### config.mk
export PLATFORM = sky130hd
export DESIGN_NAME = my_spi_master
export DESIGN_NICKNAME = d
export VERILOG_FILES = /design/src/rtl/my_spi_master.sv
export SDC_FILE = /design/constraint.sdc
export NUM_CORES = 1
export LEC_CHECK = 0
export CAP_MARGIN = 20
export CELL_PAD_IN_SITES_DETAIL_PLACEMENT = 1
export CELL_PAD_IN_SITES_GLOBAL_PLACEMENT = 2
export CORE_UTILIZATION = 36
export CTS_CLUSTER_DIAMETER = 30
export DETAILED_ROUTE_END_ITERATION = 8
export HOLD_SLACK_MARGIN = 0.05
export PLACE_DENSITY = 0.78
export SYNTH_ARGS = -nofsm -noshare
export SYNTH_HDL_FRONTEND = slang
export SYNTH_SLANG_ARGS = --single-unit
export TNS_END_PERCENT = 30
### constraint.sdc
create_clock -name theClock -period 2 [get_ports theClock]
set_input_delay 0.4 -clock theClock [delete_from_list [all_inputs] [get_ports theClock]]
set_output_delay 0.4 -clock theClock [all_outputs]
set_load 0.01 [all_outputs]
### src/rtl/my_spi_master.sv
// SPI mode-0 initiator: one 32-bit frame per request ({wr, addr, wdata}), MSB first,
// capturing the 16-bit data phase from MISO into rdata at the end of the frame.
module my_spi_master #(
    parameter int HALF_PERIOD = 8
) (
    input  logic        theClock,
    input  logic        theReset,
    input  logic        start,
    input  logic        wr,
    input  logic [14:0] addr,
    input  logic [15:0] wdata,
    output logic        busy,
    output logic        done,
    output logic [15:0] rdata,
    output logic        spi_clk,
    output logic        spi_cs,
    output logic        spi_mosi,
    input  logic        spi_miso
);

    localparam int            HW     = (HALF_PERIOD > 1) ? $clog2(HALF_PERIOD) : 1;
    localparam logic [HW-1:0] H_LAST = HW'(HALF_PERIOD - 1);

    typedef enum logic [2:0] {
        S_IDLE,
        S_SETUP,
        S_HIGH,
        S_LOW,
        S_GAP
    } state_t;

    state_t        state_q, state_d;
    logic [HW-1:0] hcnt_q;
    logic [4:0]    bitcnt_q;
    logic [31:0]   tx_q;
    logic [15:0]   rx_q;
    logic [15:0]   rdata_q;
    logic          done_q;
    logic          phase_end;
    logic          accept;
    logic          enter_high;
    logic          enter_low;

    assign phase_end  = (hcnt_q == H_LAST);
    assign accept     = (state_q == S_IDLE) && start;
    assign enter_high = (state_d == S_HIGH) && (state_q != S_HIGH);
    assign enter_low  = (state_d == S_LOW) && (state_q != S_LOW);

    always_ff @(posedge theClock or negedge theReset) begin
        if (!theReset) state_q <= S_IDLE;
        else           state_q <= state_d;
    end

    // bitcnt wrapping to zero during LOW marks the 32nd bit just went out
    always_comb begin
        state_d = state_q;
        case (state_q)
            S_IDLE:  if (start)     state_d = S_SETUP;
            S_SETUP: if (phase_end) state_d = S_HIGH;
            S_HIGH:  if (phase_end) state_d = S_LOW;
            S_LOW:   if (phase_end) state_d = (bitcnt_q == 5'd0) ? S_GAP : S_HIGH;
            S_GAP:   if (phase_end) state_d = S_IDLE;
            default:                state_d = S_IDLE;
        endcase
    end

    always_ff @(posedge theClock or negedge theReset) begin
        if (!theReset) begin
            hcnt_q   <= '0;
            bitcnt_q <= '0;
            tx_q     <= '0;
            rx_q     <= '0;
            rdata_q  <= '0;
            done_q   <= 1'b0;
        end else begin
            hcnt_q <= (state_q == S_IDLE || phase_end) ? '0 : hcnt_q + 1'b1;
            done_q <= (state_q == S_GAP) && phase_end;
            if (accept) begin
                tx_q     <= {wr, addr, wr ? wdata : 16'h0000};
                bitcnt_q <= '0;
            end
            // only the second half of the frame carries slave data
            if (enter_high) begin
                if (bitcnt_q[4]) rx_q <= {rx_q[14:0], spi_miso};
                bitcnt_q <= bitcnt_q + 5'd1;
            end
            if (enter_low) tx_q <= {tx_q[30:0], 1'b0};
            if ((state_q == S_GAP) && phase_end) rdata_q <= rx_q;
        end
    end

    always_comb begin
        busy     = (state_q != S_IDLE);
        spi_cs   = 1'b1;
        spi_clk  = 1'b0;
        spi_mosi = 1'b0;
        done     = done_q;
        rdata    = rdata_q;
        if (state_q == S_SETUP || state_q == S_HIGH || state_q == S_LOW) begin
            spi_cs   = 1'b0;
            spi_mosi = tx_q[31];
        end
        if (state_q == S_HIGH) spi_clk = 1'b1;
    end

endmodule

==> impl_metrics.tcl, run 1 <==
set metrics [dict create \
    whs_endpoint "hcnt_q[0]$_DFF_PN0_" \
    required_ns 1.60 \
    yosys.area_share.xor_xnor 0.00271 \
    synth_cells 239 \
    grt_busiest_layer "met2" \
    critPathLaunchType "flop" \
    synth-compound-area-share 0.144 \
    r2r_slack_ns 0.19 \
    fp.dieH_um 96.7 \
    ys_seq_area_frac 0.589 \
    grt_use_met1 0.193 \
    synthAdderAreaFrac 0.0194 \
    synthDistinctLibCells 36 \
    clock-sinks 76 \
    cts.reportedPaths.clkPinSlew_ns 0.08 \
    finalWeightedCongestion 0.702 \
    crit_path_end_kind "output port" \
    period_minus_slack_ns 1.92 \
    drive_above_1_share 0.237 \
    critPathKind "flop to output port" \
    start_util 0.370 \
    synth_top_area_frac 0.589 \
    hp-class "flop to flop" \
    gr-usage-met3 0.0383 \
    avgViaCountPerCell 5.26 \
    yosys.area_share.simple 0.0906 \
    hold_depth 1 \
    synth_top_area_cell "dfrtp_1" \
    fillCellCount 913 \
    yosys_warnings 0 \
    hold_ws_ns 0.473 \
    clockRootBuffer "clkbuf_8" \
    layout_common_cells "dfrtp_1 (76), clkdlybuf4s50_1 (51), mux2_2 (34)" \
    setup_viol 0 \
    avgSynthCellArea_sq_um 13.5 \
    die_area_sq_um 9360 \
    ios 57 \
    powerDensity_nw_per_um2 1010 \
    syn-num-nets 280 \
    place_hpwl_um 4540 \
    fin_nets 344 \
    cap_violations 0 \
    core_sq_um 8720 \
    grt_use_total 0.149 \
    drtPass1Iterations 4 \
    timing.fmax_mhz 521 \
    worst_slew_pin_slew_ns 0.449 \
    final_common_cell "dfrtp_1" \
    seqCellArea_sq_um 1900 \
    crit_arrival_ns 1.52 \
    outcome "finished clean" \
    grt.overflow.total 0 \
    worst-r2r-cell-count 6 \
    fin_setup_tns_ns 0 \
    io_buffers 56 \
    crit_path_top_delay_cell "dfrtp_1" \
    grt_max_degree 37 \
    worstPathCellList "buf_4 -> nor3_4 -> inv_1 -> dlygate4sd2_1" \
    regToRegStartpoint "hcnt_q[0]$_DFF_PN0_" \
    maxSlewViolCount 0 \
    finalHoldViolations 0 \
    syn2layout_area_growth_pct 30.8 \
    clk_latency_ns 0.36 \
    peakVddDrop_uv 406 \
    vias 2190 \
    cts_buffers 9 \
    cts_max_level 3 \
    wl_um 6520 \
    power.leakage_nw 2.07 \
    placementRows 34 \
    grt_pass1_wl_um 11100 \
    cp_max_fo 8 \
    finalClockSkew_ns 0.0130 \
    drc_errors 0 \
    clock_tree.buffer_depth 2 \
    synth_top_family_by_area "compound AO/OA/AOI/OAI gates" \
    wl_per_cell_um 15.7 \
    slew_headroom 0.700 \
    rsz0062_at_grt "false" \
    use_met2 0.237 \
    synth_top_cells_by_area "dfrtp_1 (59%), mux2_2 (12%), a221o_1 (4.6%)" \
    cts_tree "done" \
    synth_area_sq_um 3230 \
    hp-start "hcnt_q[0]$_DFF_PN0_" \
    synth.area.mux_share 0.122 \
    n_antenna_cell 0 \
    finalCritPeriodShare 0.959 \
    max_stage_delay_ns 0.41 \
    first_iter_violations 43 \
    ant_nets 0 \
    multiInputGateArea_sq_um 1250 \
    die_w_um 96.7 \
    antenna_found_initial 0 \
    synth_seq_cells 76 \
    regToRegEndpoint "bitcnt_q[1]$_DFFE_PN0P_" \
    grt_pass1_vias 2293 \
]
-- layer usage --
layer,up-vias,routed length (um)
li1,1024,-
met1,1100,3060
met2,55,3070
met3,11,275
met4,0,119
met5,-,0
-- worst max-delay path, delay by kind of cell, from the launching register on --
| kind | cells | cell delay (ns) |
|---|---|---|
| and+or+nand+nor | 1 | 0.23 |
| buffers and inverters | 3 | 0.52 |
| DFF | 1 | 0.41 |
-- worst max path at each step --
stage	start	to
2_1_floorplan	hcnt_q[0]$_DFF_PN0_	tx_q[11]$_DFFE_PN0P_
3_3_place_gp	state_q[2]$_DFF_PN0_	busy
3_5_place_dp	hcnt_q[0]$_DFF_PN0_	rdata[13]$_DFFE_PN0P_
4_1_cts	hcnt_q[0]$_DFF_PN0_	rdata[9]$_DFFE_PN0P_
5_1_grt	state_q[2]$_DFF_PN0_	busy
6_report	state_q[2]$_DFF_PN0_	busy
-- kinds of logic (layout without fill, tap and decap cells) --
kind of cell	after synthesis	count (layout)
AOI/OAI and AO/OA	56	56
DFF	76	76
and+or+nand+nor	44	44
xor gates and xnor gates	1	1
muxes	35	35
buffers and inverters	22	91
adders and majority gates	5	5
-- timing repair --
| action | 4_1_cts | 5_1_grt |
|---|---|---|
| endpoints found under the setup margin | 4 | 17 |
| hold endpoints to repair | 22 | 0 |
| hold buffers | 1 | 0 |
| setup buffers | 0 | 0 |
| gates resized for setup | 6 | 3 |
-- cell type report --
type,count,share of cell area
well taps,108,0.0320
flip-flops and latches,76,0.450
multi-input cells,141,0.296
clock inverters,7,0.0195
repair buffers,71,0.169
clock buffers,9,0.0293
inverters,4,0.00355
-- per-stage QoR --
| step | setup WS [ns] | instance area (sq um) | utilization | power, W | instances |
|---|---|---|---|---|---|
| after CTS | 0.0193 | 4230 | 0.485 | 0.00435 | 416 |
| after global placement | 0.121 | 4010 | 0.459 | 0.00307 | 399 |
| after floorplan | 0.228 | 3230 | - | 0.00267 | 239 |
| final | 0.0814 | 4230 | 0.485 | 0.00427 | 416 |
| after detailed placement | 0.0167 | 4010 | 0.459 | 0.00312 | 399 |
| after global routing | 0.0137 | 4230 | 0.485 | 0.00454 | 416 |
-- sequential cells by signal (all words and copies together) (netlist names) --
name,cells
tx_q,32
rdata,16
rx_q,16
bitcnt_q,5
hcnt_q,3
state_q,3
done,1
-- cells in the mapped netlist (all sizes together) --
cell type,count
a41oi,1
nor2,5
or4b,1
a22o,15
ha,5
or2,1
nand2,2
or3,1
nor3b,1
nor3,4
nand2b,1
o21ai,3
a221o,15
nor4b,2
o211ai,1
xnor2,1
and2,2
nand3b,1
nor4bb,1
inv,4
a21o,15
nand3,3
mux2,34
dfrtp,76
and4,1
and3,16
buf,15
a22oi,1
mux2i,1
nand4b,2
o31ai,3
clkbuf,3
a21oi,2
-- where the power goes --
| group | switching (W) | internal, W | leakage [nW] |
|---|---|---|---|
| sequential | 0.000194 | 0.00185 | 1.00 |
| combinational | 0.000460 | 0.000550 | 0.974 |
| clock | 0.000624 | 0.000595 | 0.0984 |
No activity file was read; power rests on OpenSTA's default activity.
==> inputs of run 2 (changes only) <==
- PLACE_DENSITY: 0.78 -> default
- PLACE_DENSITY_LB_ADDON: default -> 0.2
- SETUP_SLACK_MARGIN: default -> 0.1
==> impl_metrics.tcl, run 2 (synthesized netlist as in run 1, its figures left out) <==
set metrics [dict create \
    outcome "finished clean" \
    core_sq_um 8720 \
    largest_reg_flops 32 \
    n_antenna_cell 0 \
    hold_ws_ns 0.454 \
    regMostFlops "tx_q" \
    finalClockSkew_ns 0.0103 \
    regToRegEndpoint "rdata[1]$_DFFE_PN0P_" \
    grt_max_degree 39 \
    powerDensity_nw_per_um2 983 \
    vias 2183 \
    cts_buffers 9 \
    clk_latency_ns 0.35 \
    finalHoldViolations 0 \
    place_hpwl_um 4370 \
    multiInputGateArea_sq_um 1270 \
    period_minus_slack_ns 1.83 \
    rsz0062_at_grt "true" \
    grt_use_total 0.150 \
    slew_headroom 0.689 \
    drive_above_1_share 0.244 \
    crit_arrival_ns 1.43 \
    critPathKind "flop to output port" \
    fin_setup_tns_ns 0 \
    clock_tree.buffer_depth 2 \
    worst-r2r-cell-count 6 \
    maxSlewViolCount 0 \
    p_sw_w 0.00129 \
    cts.reportedPaths.clkPinSlew_ns 0.09 \
    cp-endpoint "spi_cs" \
    peakVddDrop_uv 457 \
    fp.dieH_um 96.7 \
    finalCritPeriodShare 0.914 \
    die_area_sq_um 9360 \
    grt_pass1_vias 2224 \
    clock-sinks 76 \
    first_iter_violations 59 \
    fin_nets 347 \
    avgViaCountPerCell 5.21 \
    wl_um 6500 \
    antenna_found_initial 0 \
    required_ns 1.60 \
    combPwrFrac 0.254 \
    cts_max_level 3 \
    hp-class "flop to flop" \
    fillCellCount 899 \
    cp_max_fo 2 \
    pwr-share-seq 0.488 \
    placementRows 34 \
    seqCellArea_sq_um 1900 \
    p_clk_frac 0.258 \
    ant_nets 0 \
    final_common_cell "dfrtp_1" \
    swShare 0.308 \
    finalWeightedCongestion 0.727 \
    critPathLaunchType "flop" \
    start_util 0.370 \
    layout_common_cells "dfrtp_1 (76), clkdlybuf4s50_1 (51), mux2_2 (34)" \
    ios 57 \
    regToRegStartpoint "hcnt_q[0]$_DFF_PN0_" \
    cp-startpoint "state_q[0]$_DFF_PN0_" \
    grt.overflow.total 0 \
    grt_pass1_wl_um 11100 \
    setup_viol 0 \
    wl_per_cell_um 15.5 \
    crit_path_end_kind "output port" \
    cts_tree "done" \
    timing.fmax_mhz 547 \
    power.leakage_nw 2.08 \
    hp-start "hcnt_q[0]$_DFF_PN0_" \
    r2r_slack_ns 0.22 \
    drc_errors 0 \
    die_w_um 96.7 \
    syn2layout_area_growth_pct 32.3 \
    clockRootBuffer "clkbuf_8" \
    worst_slew_pin_slew_ns 0.465 \
    internal-power_w 0.00291 \
    io_buffers 56 \
    drtPass1Iterations 4 \
    cap_violations 0 \
]
[run 2: layer usage]
metal,vias to the layer above,track usage,share of wire
met1,1101,0.202,0.48
met4,0,0.0482,0.011
met2,48,0.231,0.48
met3,6,0.0448,0.035
li1,1028,-,-
met5,-,0,0
[run 2: final cells by class]
cell class	instances	share of cell area
Tap cell	108	0.0316
Clock inverter	7	0.0129
Multi-Input combinational cell	141	0.296
Sequential cell	76	0.445
Clock buffer	9	0.0290
Timing Repair Buffer	74	0.182
Inverter	4	0.00351
[run 2: worst min path at each step]
| stage | end | slack (ns) | cells past startpoint |
|---|---|---|---|
| floorplan | bitcnt_q[0]$_DFFE_PN0P_ | 0.10 | 0 |
| global placement | state_q[0]$_DFF_PN0_ | 0.34 | 1 |
| detailed placement | rdata[7]$_DFFE_PN0P_ | 0.34 | 1 |
| CTS | hcnt_q[0]$_DFF_PN0_ | 0.46 | 1 |
| global route | hcnt_q[0]$_DFF_PN0_ | 0.49 | 1 |
| finish | hcnt_q[0]$_DFF_PN0_ | 0.45 | 1 |
[run 2: per-stage QoR]
step | utilization | instance area, sq um | cells | total power (W) | setup WS [ns]
6_report | 0.490 | 4270 | 419 | 0.00420 | 0.172
5_1_grt | 0.490 | 4270 | 419 | 0.00447 | 0.0815
4_1_cts | 0.485 | 4230 | 417 | 0.00420 | 0.102
3_5_place_dp | 0.463 | 4040 | 400 | 0.00311 | 0.124
3_3_place_gp | 0.463 | 4040 | 400 | 0.00307 | 0.155
2_1_floorplan | - | 3230 | 239 | 0.00267 | 0.228
[run 2: what timing repair did]
action                     in CTS  in global routing
setup endpoints to repair       4                 53
buffers inserted                0                  2
hold buffers                    1                  0
hold endpoints to repair       23                  0
pin swaps                       0                  1
resized for setup               8                  6
[run 2: power groups by stage]
stage | sequential (W) | combinational (W) | clock [W]
floorplan | 0.00202 | 0.000653 | 0
global placement | 0.00206 | 0.00101 | 0
detailed placement | 0.00206 | 0.00105 | 0
CTS | 0.00204 | 0.00103 | 0.00112
global route | 0.00209 | 0.00119 | 0.00119
finish | 0.00205 | 0.00107 | 0.00108
[run 2: worst max-delay path, cell delays in order, from the launching register on]
cell             delay (ns)
dfrtp_1                0.41
nor2_1                 0.08
or2_4                  0.24
buf_4                  0.13
clkdlybuf4s15_2        0.22
